### config.mk
export PLATFORM = sky130hd
export DESIGN_NAME = pipe_stage_skid
export DESIGN_NICKNAME = d
export VERILOG_FILES = /design/src/rtl/pipe_stage_skid.sv
export SDC_FILE = /design/constraint.sdc
export NUM_CORES = 1
export LEC_CHECK = 0
export CORE_UTILIZATION = 49
export DETAILED_ROUTE_END_ITERATION = 10
export PLACE_DENSITY = 0.89
export SLEW_MARGIN = 25
export SYNTH_ARGS = -nofsm -noshare
export SYNTH_HDL_FRONTEND = slang
export SYNTH_SLANG_ARGS = --single-unit
### constraint.sdc
create_clock -name clk -period 12.7 [get_ports clk]
set_clock_uncertainty 0.05 [all_clocks]
set_input_delay 2.54 -clock clk [delete_from_list [all_inputs] [get_ports clk]]
set_output_delay 2.54 -clock clk [all_outputs]
set_load 0.05 [all_outputs]
### src/rtl/pipe_stage_skid.sv
// Valid/ready pipeline stage carrying one instruction payload, with an optional
// 2-entry skid buffer that keeps in_ready_o registered at full throughput.
module pipe_stage_skid #(
    parameter int                    DATA_WIDTH = 32,
    parameter int                    ADDR_WIDTH = 12,
    parameter int                    RD_WIDTH   = 5,
    parameter logic [DATA_WIDTH-1:0] NOP_INSTR  = 32'h0000_0013,
    parameter int                    SKID       = 1
) (
    input  logic                  clk,
    input  logic                  rstn,
    input  logic                  in_valid_i,
    output logic                  in_ready_o,
    input  logic [DATA_WIDTH-1:0] instr_i,
    input  logic [ADDR_WIDTH-1:0] instr_addr_i,
    input  logic [DATA_WIDTH-1:0] op1_data_i,
    input  logic [DATA_WIDTH-1:0] op2_data_i,
    input  logic [RD_WIDTH-1:0]   rd_addr_i,
    input  logic                  wen_ram_i,
    input  logic                  flush_i,
    output logic                  out_valid_o,
    input  logic                  out_ready_i,
    output logic [DATA_WIDTH-1:0] instr_o,
    output logic [ADDR_WIDTH-1:0] instr_addr_o,
    output logic [DATA_WIDTH-1:0] op1_data_o,
    output logic [DATA_WIDTH-1:0] op2_data_o,
    output logic [RD_WIDTH-1:0]   rd_addr_o,
    output logic                  wen_ram_o,
    output logic [1:0]            occupancy_o
);

    typedef struct packed {
        logic [DATA_WIDTH-1:0] instr;
        logic [ADDR_WIDTH-1:0] addr;
        logic [DATA_WIDTH-1:0] op1;
        logic [DATA_WIDTH-1:0] op2;
        logic [RD_WIDTH-1:0]   rd;
        logic                  wen;
    } beat_t;

    beat_t in_beat;
    beat_t main_q;
    logic  main_valid_q;
    logic  main_valid_d;
    logic  skid_valid_q;
    logic  load_main_in;
    logic  accept;
    logic  pop;

    assign in_beat = {instr_i, instr_addr_i, op1_data_i, op2_data_i, rd_addr_i, wen_ram_i};
    assign accept  = in_valid_i && in_ready_o;
    assign pop     = main_valid_q && out_ready_i;

    if (SKID != 0) begin : g_skid
        beat_t skid_q;
        logic  skid_valid_d;
        logic  load_main_skid;
        logic  load_skid;
        logic  ready_q;

        // NOTE: every variable gets a default before any branch so no latch is inferred.
        always_comb begin
            main_valid_d   = main_valid_q;
            skid_valid_d   = skid_valid_q;
            load_main_in   = 1'b0;
            load_main_skid = 1'b0;
            load_skid      = 1'b0;
            if (skid_valid_q) begin
                // in_ready_o is low here, so only the skid-to-main move can happen
                if (pop) begin
                    load_main_skid = 1'b1;
                    skid_valid_d   = 1'b0;
                end
            end else if (!main_valid_q || pop) begin
                main_valid_d = accept;
                load_main_in = accept;
            end else if (accept) begin
                skid_valid_d = 1'b1;
                load_skid    = 1'b1;
            end
            if (flush_i) begin
                main_valid_d = 1'b0;
                skid_valid_d = 1'b0;
            end
        end

        // NOTE: sequential state uses non-blocking assignments so every flop samples pre-edge values.
        always_ff @(posedge clk or negedge rstn) begin
            if (!rstn) begin
                main_valid_q <= 1'b0;
                skid_valid_q <= 1'b0;
                ready_q      <= 1'b1;
            end else begin
                main_valid_q <= main_valid_d;
                skid_valid_q <= skid_valid_d;
                ready_q      <= !skid_valid_d;
            end
        end

        // NOTE: payload registers are deliberately not reset; the valid bits gate every use of them.
        always_ff @(posedge clk) begin
            if (load_main_in) begin
                main_q <= in_beat;
            end else if (load_main_skid) begin
                main_q <= skid_q;
            end
            if (load_skid) begin
                skid_q <= in_beat;
            end
        end

        assign in_ready_o = ready_q;
    end else begin : g_single
        always_comb begin
            main_valid_d = main_valid_q;
            load_main_in = accept;
            if (accept) begin
                main_valid_d = 1'b1;
            end else if (pop) begin
                main_valid_d = 1'b0;
            end
            if (flush_i) begin
                main_valid_d = 1'b0;
            end
        end

        always_ff @(posedge clk or negedge rstn) begin
            if (!rstn) begin
                main_valid_q <= 1'b0;
            end else begin
                main_valid_q <= main_valid_d;
            end
        end

        always_ff @(posedge clk) begin
            if (load_main_in) begin
                main_q <= in_beat;
            end
        end

        assign skid_valid_q = 1'b0;
        assign in_ready_o   = !main_valid_q || out_ready_i;
    end

    // An empty stage presents a NOP bubble regardless of stale register contents.
    always_comb begin
        instr_o      = NOP_INSTR;
        instr_addr_o = '0;
        op1_data_o   = '0;
        op2_data_o   = '0;
        rd_addr_o    = '0;
        wen_ram_o    = 1'b0;
        if (main_valid_q) begin
            instr_o      = main_q.instr;
            instr_addr_o = main_q.addr;
            op1_data_o   = main_q.op1;
            op2_data_o   = main_q.op2;
            rd_addr_o    = main_q.rd;
            wen_ram_o    = main_q.wen;
        end
    end

    assign out_valid_o = main_valid_q;
    assign occupancy_o = {1'b0, main_valid_q} + {1'b0, skid_valid_q};

endmodule

-- Word level (Yosys, flattened, before mapping)
Cells that the tools add are included.
- equality and inequality tests: 1
- muxes and demuxes: 21
- reductions and logical operators: 8
- add/sub/neg operators: 1
- operator list (operator ; count):
    $mux W114 ; 2
    $mux W32 ; 3
    $mux W1 ; 14
    $mux W12 ; 1
    $mux W5 ; 1
    $reduce_bool A2 Y1 ; 2
    $add A1 B1 Y2 ; 1
    $logic_and A1 B1 Y1 ; 2
    $logic_not A1 Y1 ; 2
    $ne A2 B2 Y1 const B ; 1
    $reduce_and A2 Y1 ; 1
    $logic_or A1 B1 Y1 ; 1
- word-level logic and storage cells: 46
- register bits after elaboration: 231

-- Depth between registers and ports, before layout
Gate-level depths: netlist (run 1).
- depth after elaboration: 6
- gate-level depth with buffers: 6
- gate-level depth less buffers: 3

-- Worst setup path after synthesis (run 1)
No wires, ideal clock.
- path kind: input to register
- from: input out_ready_i
- to: register g_skid.skid_q[0] in the netlist's numbering (enable)
- cell stages on the path: 2
- arrival time: 10478 ps
- library setup time: 727 ps
- slack: 1446 ps
- path through: nand2b_1 > nor3_1
- word-level cells in the longest chain between the ends: 4
- RTL lines (what ; RTL line ; source):
    from (decl) ; 22 ; input logic out_ready_i,
    $logic_and A1 B1 Y1 ; 52 ; assign pop = main_valid_q && out_ready_i;
    $logic_or A1 B1 Y1 ; 74 ; end else if (!main_valid_q || pop) begin
    $mux W1 ; 74 ;
    $mux W1 ; 68 ; if (skid_valid_q) begin
    via g_skid.load_skid ; 58 ; logic load_skid;
    to (signal assigned) ; 108 ; skid_q <= in_beat;
    to (decl) ; 55 ; beat_t skid_q;
The timed path passes the listed nets, and every way through them passes these cells.
A chain may end at the register's enable or synchronous reset.

-- Final worst setup path (run 1)
- from: input out_ready_i
- to: register main_q[98] in the netlist's numbering (enable)
- word-level cells in the longest chain between the ends: 5
- elaborated cells between the ends (all ways): 7
- RTL lines (what ; RTL line ; source):
    $logic_and A1 B1 Y1 * ; 52 ;
    $logic_or A1 B1 Y1 ; 74 ;
    $mux W1 ; 74 ;
    $mux W1 ; 68 ;
    $reduce_bool A2 Y1 (no source line) * ; n/a ;
    to (signal assigned) ; 103 ; main_q <= in_beat;
    to (signal assigned) ; 105 ; main_q <= skid_q;
    to (decl) ; 42 ; beat_t main_q;
Mark *: on every way between the ends. The rest lies on a longest branch, timed or not.

==> out/metrics.yaml, run 1 <==
outcome:
  status: "complete, no violations"
finish:
  drive_above_1_share_pct: 20.53
  final_common_cell: "clkdlybuf4s50_1"
  nNetsFinal: 859
  area_growth_pct: 35.93
  n_fill_cell: 1149
  ff_latch_area_um2: 6924
  multiInputGateArea_um2: 2225
  mostFrequentLayoutCells: "236 x clkdlybuf4s50_1, 228 x edfxtp_1, 111 x and2_1"
  diodes: 0
routing:
  wire_per_inst_um: 18.61
  vias: 5058
  drt_wl_total_mm: 18.32
  drc: 0
  drt_iter0_markers: 258
  viasPerCell: 5.140
  ant_nets: 0
  dr.pass1.iters: 4
global_routing:
  grt_max_degree: 122
  grt_pass1_wl_mm: 28.31
  grt_usage_pct: 18.69
  overflow: 0
  grt_pass1_vias: 5261
  antenna_found_initial: 0
critical_path:
  startpoint: "out_ready_i"
  worstPathRequired_ps: 12770
  arrival_ps: 5470
  reg2regPathDepth: 5
  r2r_setup_slack_ps: 8830
  r2r_start: "out_valid_o$_DFFE_PN0P_"
  crit_type: "in2reg"
  setup.worst_path.start_class: "input pin"
  worst_setup_path_end_kind: "flop"
  cp_max_fo: 58
  r2r-end: "main_q[98]$_DFFE_PP_"
placed_design:
  place_ws_ps: 6756
  io_buffers: 236
  gp_congestion: 0.7715
  hpwl_mm: 11.93
synth:
  syn_area_per_cell_um2: 18.64
  synthCells: 498
  yosysWarnings: 0
  synth-edff-count: 228
  synth_nets: 618
  yosysTopAreaCell: "edfxtp_1"
  ys_types: 20
  synth_seq_area_share_pct: 74.56
  synth_top_area_share_pct: 73.74
  async_flop_share_pct: 1.299
  synth_seq_cells: 231
  synth_area_um2: 9285
  synth_ff_type: "edfxtp_1"
  yosys-top-cells-area: "edfxtp_1 74%, mux2_2 9.2%, and2_1 7.5%"
floorplanning:
  ios: 237
  die_area_um2: 19500
  rows: 49
  core_um2: 18270
  dieHeight_um: 139.7
  start_util_pct: 50.82
  die_x_um: 139.7
min_path:
  min_from: "g_skid.skid_q[101]$_DFFE_PP_"
  min_path_cells: 1
  hold_class: "reg2reg"
  min_to: "main_q[101]$_DFFE_PP_"
sta:
  clock.fmax_mhz: 185.2
  max_slew.worst_pin.slew_ps: 980.0
  rsz0062_at_grt: "no"
  fin_crit_sh_pct: 42.53
  setup_viol: 0
  hold_viol: 0
  setup-tns-final_ps: 0
  report.final.slew_viol_count: 0
  finalCriticalPeriod_ps: 5401
  max-slew-margin-rel_pct: 34.67
  timing.final.ws_setup_ps: 7299
clock_network:
  clk_pin_slew_ps: 60
  cts_buffer_depth: 3
  numCtsBuffers: 24
  cts_tree: "done"
  worstSkewPairLatency_ps: 500
  cts-root-buf: "clkbuf_16"
  hold_buffers: 0
  cts_resized: 0
  clock-sinks: 231
  cts_max_level: 1
  post-cts-setup-buffer-count: 0
power_and_ir_drop:
  intPower_mw: 1.451
  irDropWorstVdd_v: 0.0001110
  p_per_area_nw_per_um2: 151.6
  p_comb_share_pct: 16.3
  sw_frac_of_total_pct: 24.20
  switchingPower_mw: 0.4631
  power_leakage_nw: 4.446
  power_frac_seq_pct: 47.5
  clockPowerShare_pct: 36.1
flow_run:
  drv_cap: 0
## synth_stat cells, types with 2 or more instances
library cell and instances:
and2_1 111, buf_2 8, buf_6 5, clkbuf_1 13, dfrtp_1 2, edfxtp_1 228
inv_1 2, mux2_2 76, mux2_4 38, nand2_1 2, nand2b_1 4
## sequential cells by signal (all words and copies together) (netlist names)
name / flops
skid_valid_q: 1
in_ready_o: 1
g_skid.skid_q: 114
out_valid_o: 1
main_q: 114
## worst max-delay path, cell delays in order
cell             delay, ps
clkdlybuf4s50_1        520
nand2b_1               160
or3b_4                 730
nand2_4                710
buf_4                  710
## metal layers
layer	vias to the layer above	wire, µm	GRT usage [%]
met5	-	0	0
met4	0	500	6.362
met3	36	1191	3.889
met2	217	8844	30.63
met1	2475	7780	24.98
li1	2330	-	-
## power groups by stage
stage	clock network [mW]	registers (mW)	logic, mW
2_1_floorplan	0	0.930	0.198
3_3_place_gp	0	0.924	0.306
3_5_place_dp	0	0.926	0.314
4_1_cts	0.706	0.910	0.316
5_1_grt	0.737	0.914	0.328
6_report	0.692	0.910	0.312
## final cells by class
| cell class | instances | area share, % |
|---|---|---|
| Inverter | 2 | 0.05948 |
| Tap cell | 229 | 2.270 |
| Clock inverter | 11 | 1.031 |
| Clock buffer | 31 | 5.135 |
| Multi-Input combinational cell | 239 | 17.63 |
| Timing Repair Buffer | 241 | 19.01 |
| Sequential cell | 231 | 54.86 |
## cells by family after synthesis
kind of cell | share of synthesized area, %
AOI/OAI and AO/OA | 0.2695
DFF | 74.56
and+or+nand+nor | 8.031
buffers and inverters | 1.644
muxes | 15.36
adders and majority gates | 0.1347
## per-stage QoR
step | util, % | total power, mW | hold WS (ps) | cell area (µm²) | std cells
finish | 69.08 | 1.914 | 493.7 | 12620 | 984
global route | 69.08 | 1.979 | 506.5 | 12620 | 984
CTS | 69.08 | 1.932 | 495.2 | 12620 | 984
detailed placement | 64.82 | 1.240 | 483.5 | 11840 | 942
global placement | 64.82 | 1.230 | 475.3 | 11840 | 942
floorplan | - | 1.128 | 473.1 | 9285 | 498
## worst max path at each step
stage                                       endpoint  slack (ps)  cells after the start
final                           main_q[98]$_DFFE_PP_        7300                      5
after global routing            main_q[98]$_DFFE_PP_        7120                      5
after CTS                       main_q[98]$_DFFE_PP_        7280                      5
after detailed placement        main_q[98]$_DFFE_PP_        6760                      5
after global placement         main_q[101]$_DFFE_PP_        6870                      5
after floorplan           g_skid.skid_q[0]$_DFFE_PP_        1450                      2
Power figures use the tool's default switching activity.
==> inputs of run 2 (changes only) <==
==> constraint.sdc (replaced) <==
create_clock -name clk -period 5.05 [get_ports clk]
set_clock_uncertainty 0.05 [all_clocks]
set_input_delay 1.01 -clock clk [delete_from_list [all_inputs] [get_ports clk]]
set_output_delay 1.01 -clock clk [all_outputs]
set_load 0.05 [all_outputs]
==> run 2 against run 1 <==
  * Critical path depth decreased by 2
  * Design area unchanged
  * Wire length increased by 3.3%
  * Clock power increased by 140%
  * Combinational power increased to 2.5 times the previous value
  * Total power increased by 150%
  * Flip-flop and latch count unchanged
  * Final cell count decreased by 0.30%
  * Non-clock buffer count unchanged
  * Setup slack got worse by 6100 ps
  * Critical path type is now reg2out
  * Largest power group unchanged
==> out/metrics.yaml, run 2 (synthesis gave the netlist of run 1 again) <==
finish:
  final_cells: 981
  mostFrequentLayoutCells: "236 x clkdlybuf4s50_1, 228 x edfxtp_1, 111 x and2_1"
  final_common_cell: "clkdlybuf4s50_1"
  nNetsFinal: 858
  drive_above_1_share_pct: 20.21
  diodes: 0
  n_fill_cell: 1171
  reg_top3: "g_skid.skid_q x114, main_q x114"
  area_growth_pct: 35.93
critical_path:
  arrival_ps: 2810
  cp_max_fo: 65
  worst_setup_path_end_kind: "output port"
  setup.worst_path.start_class: "flop"
  worstPathRequired_ps: 3990
  crit_type: "reg2out"
clock_network:
  numCtsBuffers: 23
  worstSkewPairLatency_ps: 490
  cts_max_level: 1
  post-cts-setup-buffer-count: 0
  clk_pin_slew_ps: 60
  cts_tree: "done"
  cts-root-buf: "clkbuf_16"
  cts_resized: 0
  cts_buffer_depth: 3
  hold_buffers: 0
  clock-sinks: 231
sta:
  rsz0062_at_grt: "no"
  fin_crit_sh_pct: 76.65
  max_slew.worst_pin.slew_ps: 817.6
  max-slew-margin-rel_pct: 45.49
  setup_viol: 0
  finalCriticalPeriod_ps: 3871
  hold_viol: 0
  report.final.slew_viol_count: 0
  setup-tns-final_ps: 0
  clock.fmax_mhz: 258.3
routing:
  vias: 5105
  drt_wl_total_mm: 18.93
  viasPerCell: 5.204
  dr.pass1.iters: 6
  wire_per_inst_um: 19.29
  ant_nets: 0
  drc: 0
  drt_iter0_markers: 246
power_and_ir_drop:
  clockPowerShare_pct: 34.9
  sw_frac_of_total_pct: 24.45
  switchingPower_mw: 1.159
  p_comb_share_pct: 16.6
  p_per_area_nw_per_um2: 375.6
  power_leakage_nw: 4.424
  power_frac_seq_pct: 48.5
  irDropWorstVdd_v: 0.0002407
  intPower_mw: 3.581
placed_design:
  hpwl_mm: 12.17
  place_inst: 942
  gp_congestion: 0.7471
  io_buffers: 236
global_routing:
  antenna_found_initial: 0
  grtUsageMet1_pct: 25.64
  top_usage_layer: "met2"
  grt_pass1_vias: 5398
  grt_util_met3_pct: 3.992
  grt_usage_pct: 19.30
  grt_pass1_wl_mm: 29.37
  grt_max_degree: 116
  global_route.usage.met2_pct: 32.50
  overflow: 0
min_path:
  hold_class: "reg2reg"
floorplanning:
  core_um2: 18270
  rows: 49
  die_x_um: 139.7
  ios: 237
  dieHeight_um: 139.7
  die_area_um2: 19500
  start_util_pct: 50.82
outcome:
  status: "complete, no violations"
flow_run:
  drv_cap: 0
-- run 2: changes by cell type in the layout (fill, tap and decap cells not counted), sizes merged --
cell	before	now
clkbuf	31	28
clkinvlp	0	2
clkinv	7	6
inv	3	2
-- run 2: stage by stage --
| stage | power [mW] | worst slack [ps] | area, µm² | util (%) | hold slack, ps |
|---|---|---|---|---|---|
| 3_3_place_gp | 3.104 | 1702 | 11900 | 65.13 | 477.6 |
| 4_1_cts | 4.783 | 1157 | 12620 | 69.08 | 496.8 |
| 2_1_floorplan | 2.833 | 123.2 | 9296 | - | 473.1 |
| 6_report | 4.741 | 1179 | 12620 | 69.08 | 494.8 |
| 3_5_place_dp | 3.129 | 1617 | 11900 | 65.13 | 480.5 |
| 5_1_grt | 4.888 | 995.4 | 12620 | 69.08 | 507.7 |
-- run 2: routing by layer --
| metal | wire (µm) | share of wire [%] | vias to the layer above |
|---|---|---|---|
| met1 | 7965 | 42 | 2525 |
| met2 | 9301 | 49 | 216 |
| met3 | 1290 | 6.8 | 34 |
| met4 | 367 | 1.9 | 0 |
| li1 | - | - | 2330 |
| met5 | 0 | 0 | - |
-- run 2: layout make-up --
class / instances / area, µm² / share of cell area, %
tap: 229 / 286.5 / 2.270
inverter: 2 / 7.507 / 0.05948
clock inverter: 11 / 127.6 / 1.011
timing repair buffer: 241 / 2450 / 19.41
sequential: 231 / 6924 / 54.86
multi-input combinational: 239 / 2231 / 17.68
clock buffer: 28 / 594.3 / 4.709
-- run 2: final timing paths --
| check | from | end | slack (ps) | cells past startpoint |
|---|---|---|---|---|
| min in group asynchronous | rstn | skid_valid_q$_DFF_PN0_ | 650 | 1 |
| max in group asynchronous | rstn | in_ready_o$_DFF_PN1_ | 4070 | 1 |
| min | g_skid.skid_q[37]$_DFFE_PP_ | main_q[37]$_DFFE_PP_ | 490 | 1 |
| max reg2reg | out_valid_o$_DFFE_PN0P_ | main_q[35]$_DFFE_PP_ | 1960 | 5 |
| max | out_valid_o$_DFFE_PN0P_ | instr_o[21] | 1180 | 3 |
| min reg2reg | g_skid.skid_q[37]$_DFFE_PP_ | main_q[37]$_DFFE_PP_ | 490 | 1 |
-- run 2: critical path, stage by stage, from the launching register on --
cell and delay (ps):
dfrtp_2 890, buf_12 310, and2_1 210, clkdlybuf4s50_1 820
-- run 2: power by group through the flow --
| stage | clock network [mW] | registers, mW | logic [mW] |
|---|---|---|---|
| 2_1_floorplan | 0 | 2.33 | 0.499 |
| 3_3_place_gp | 0 | 2.33 | 0.773 |
| 3_5_place_dp | 0 | 2.34 | 0.792 |
| 4_1_cts | 1.69 | 2.30 | 0.796 |
| 5_1_grt | 1.75 | 2.31 | 0.826 |
| 6_report | 1.65 | 2.30 | 0.789 |
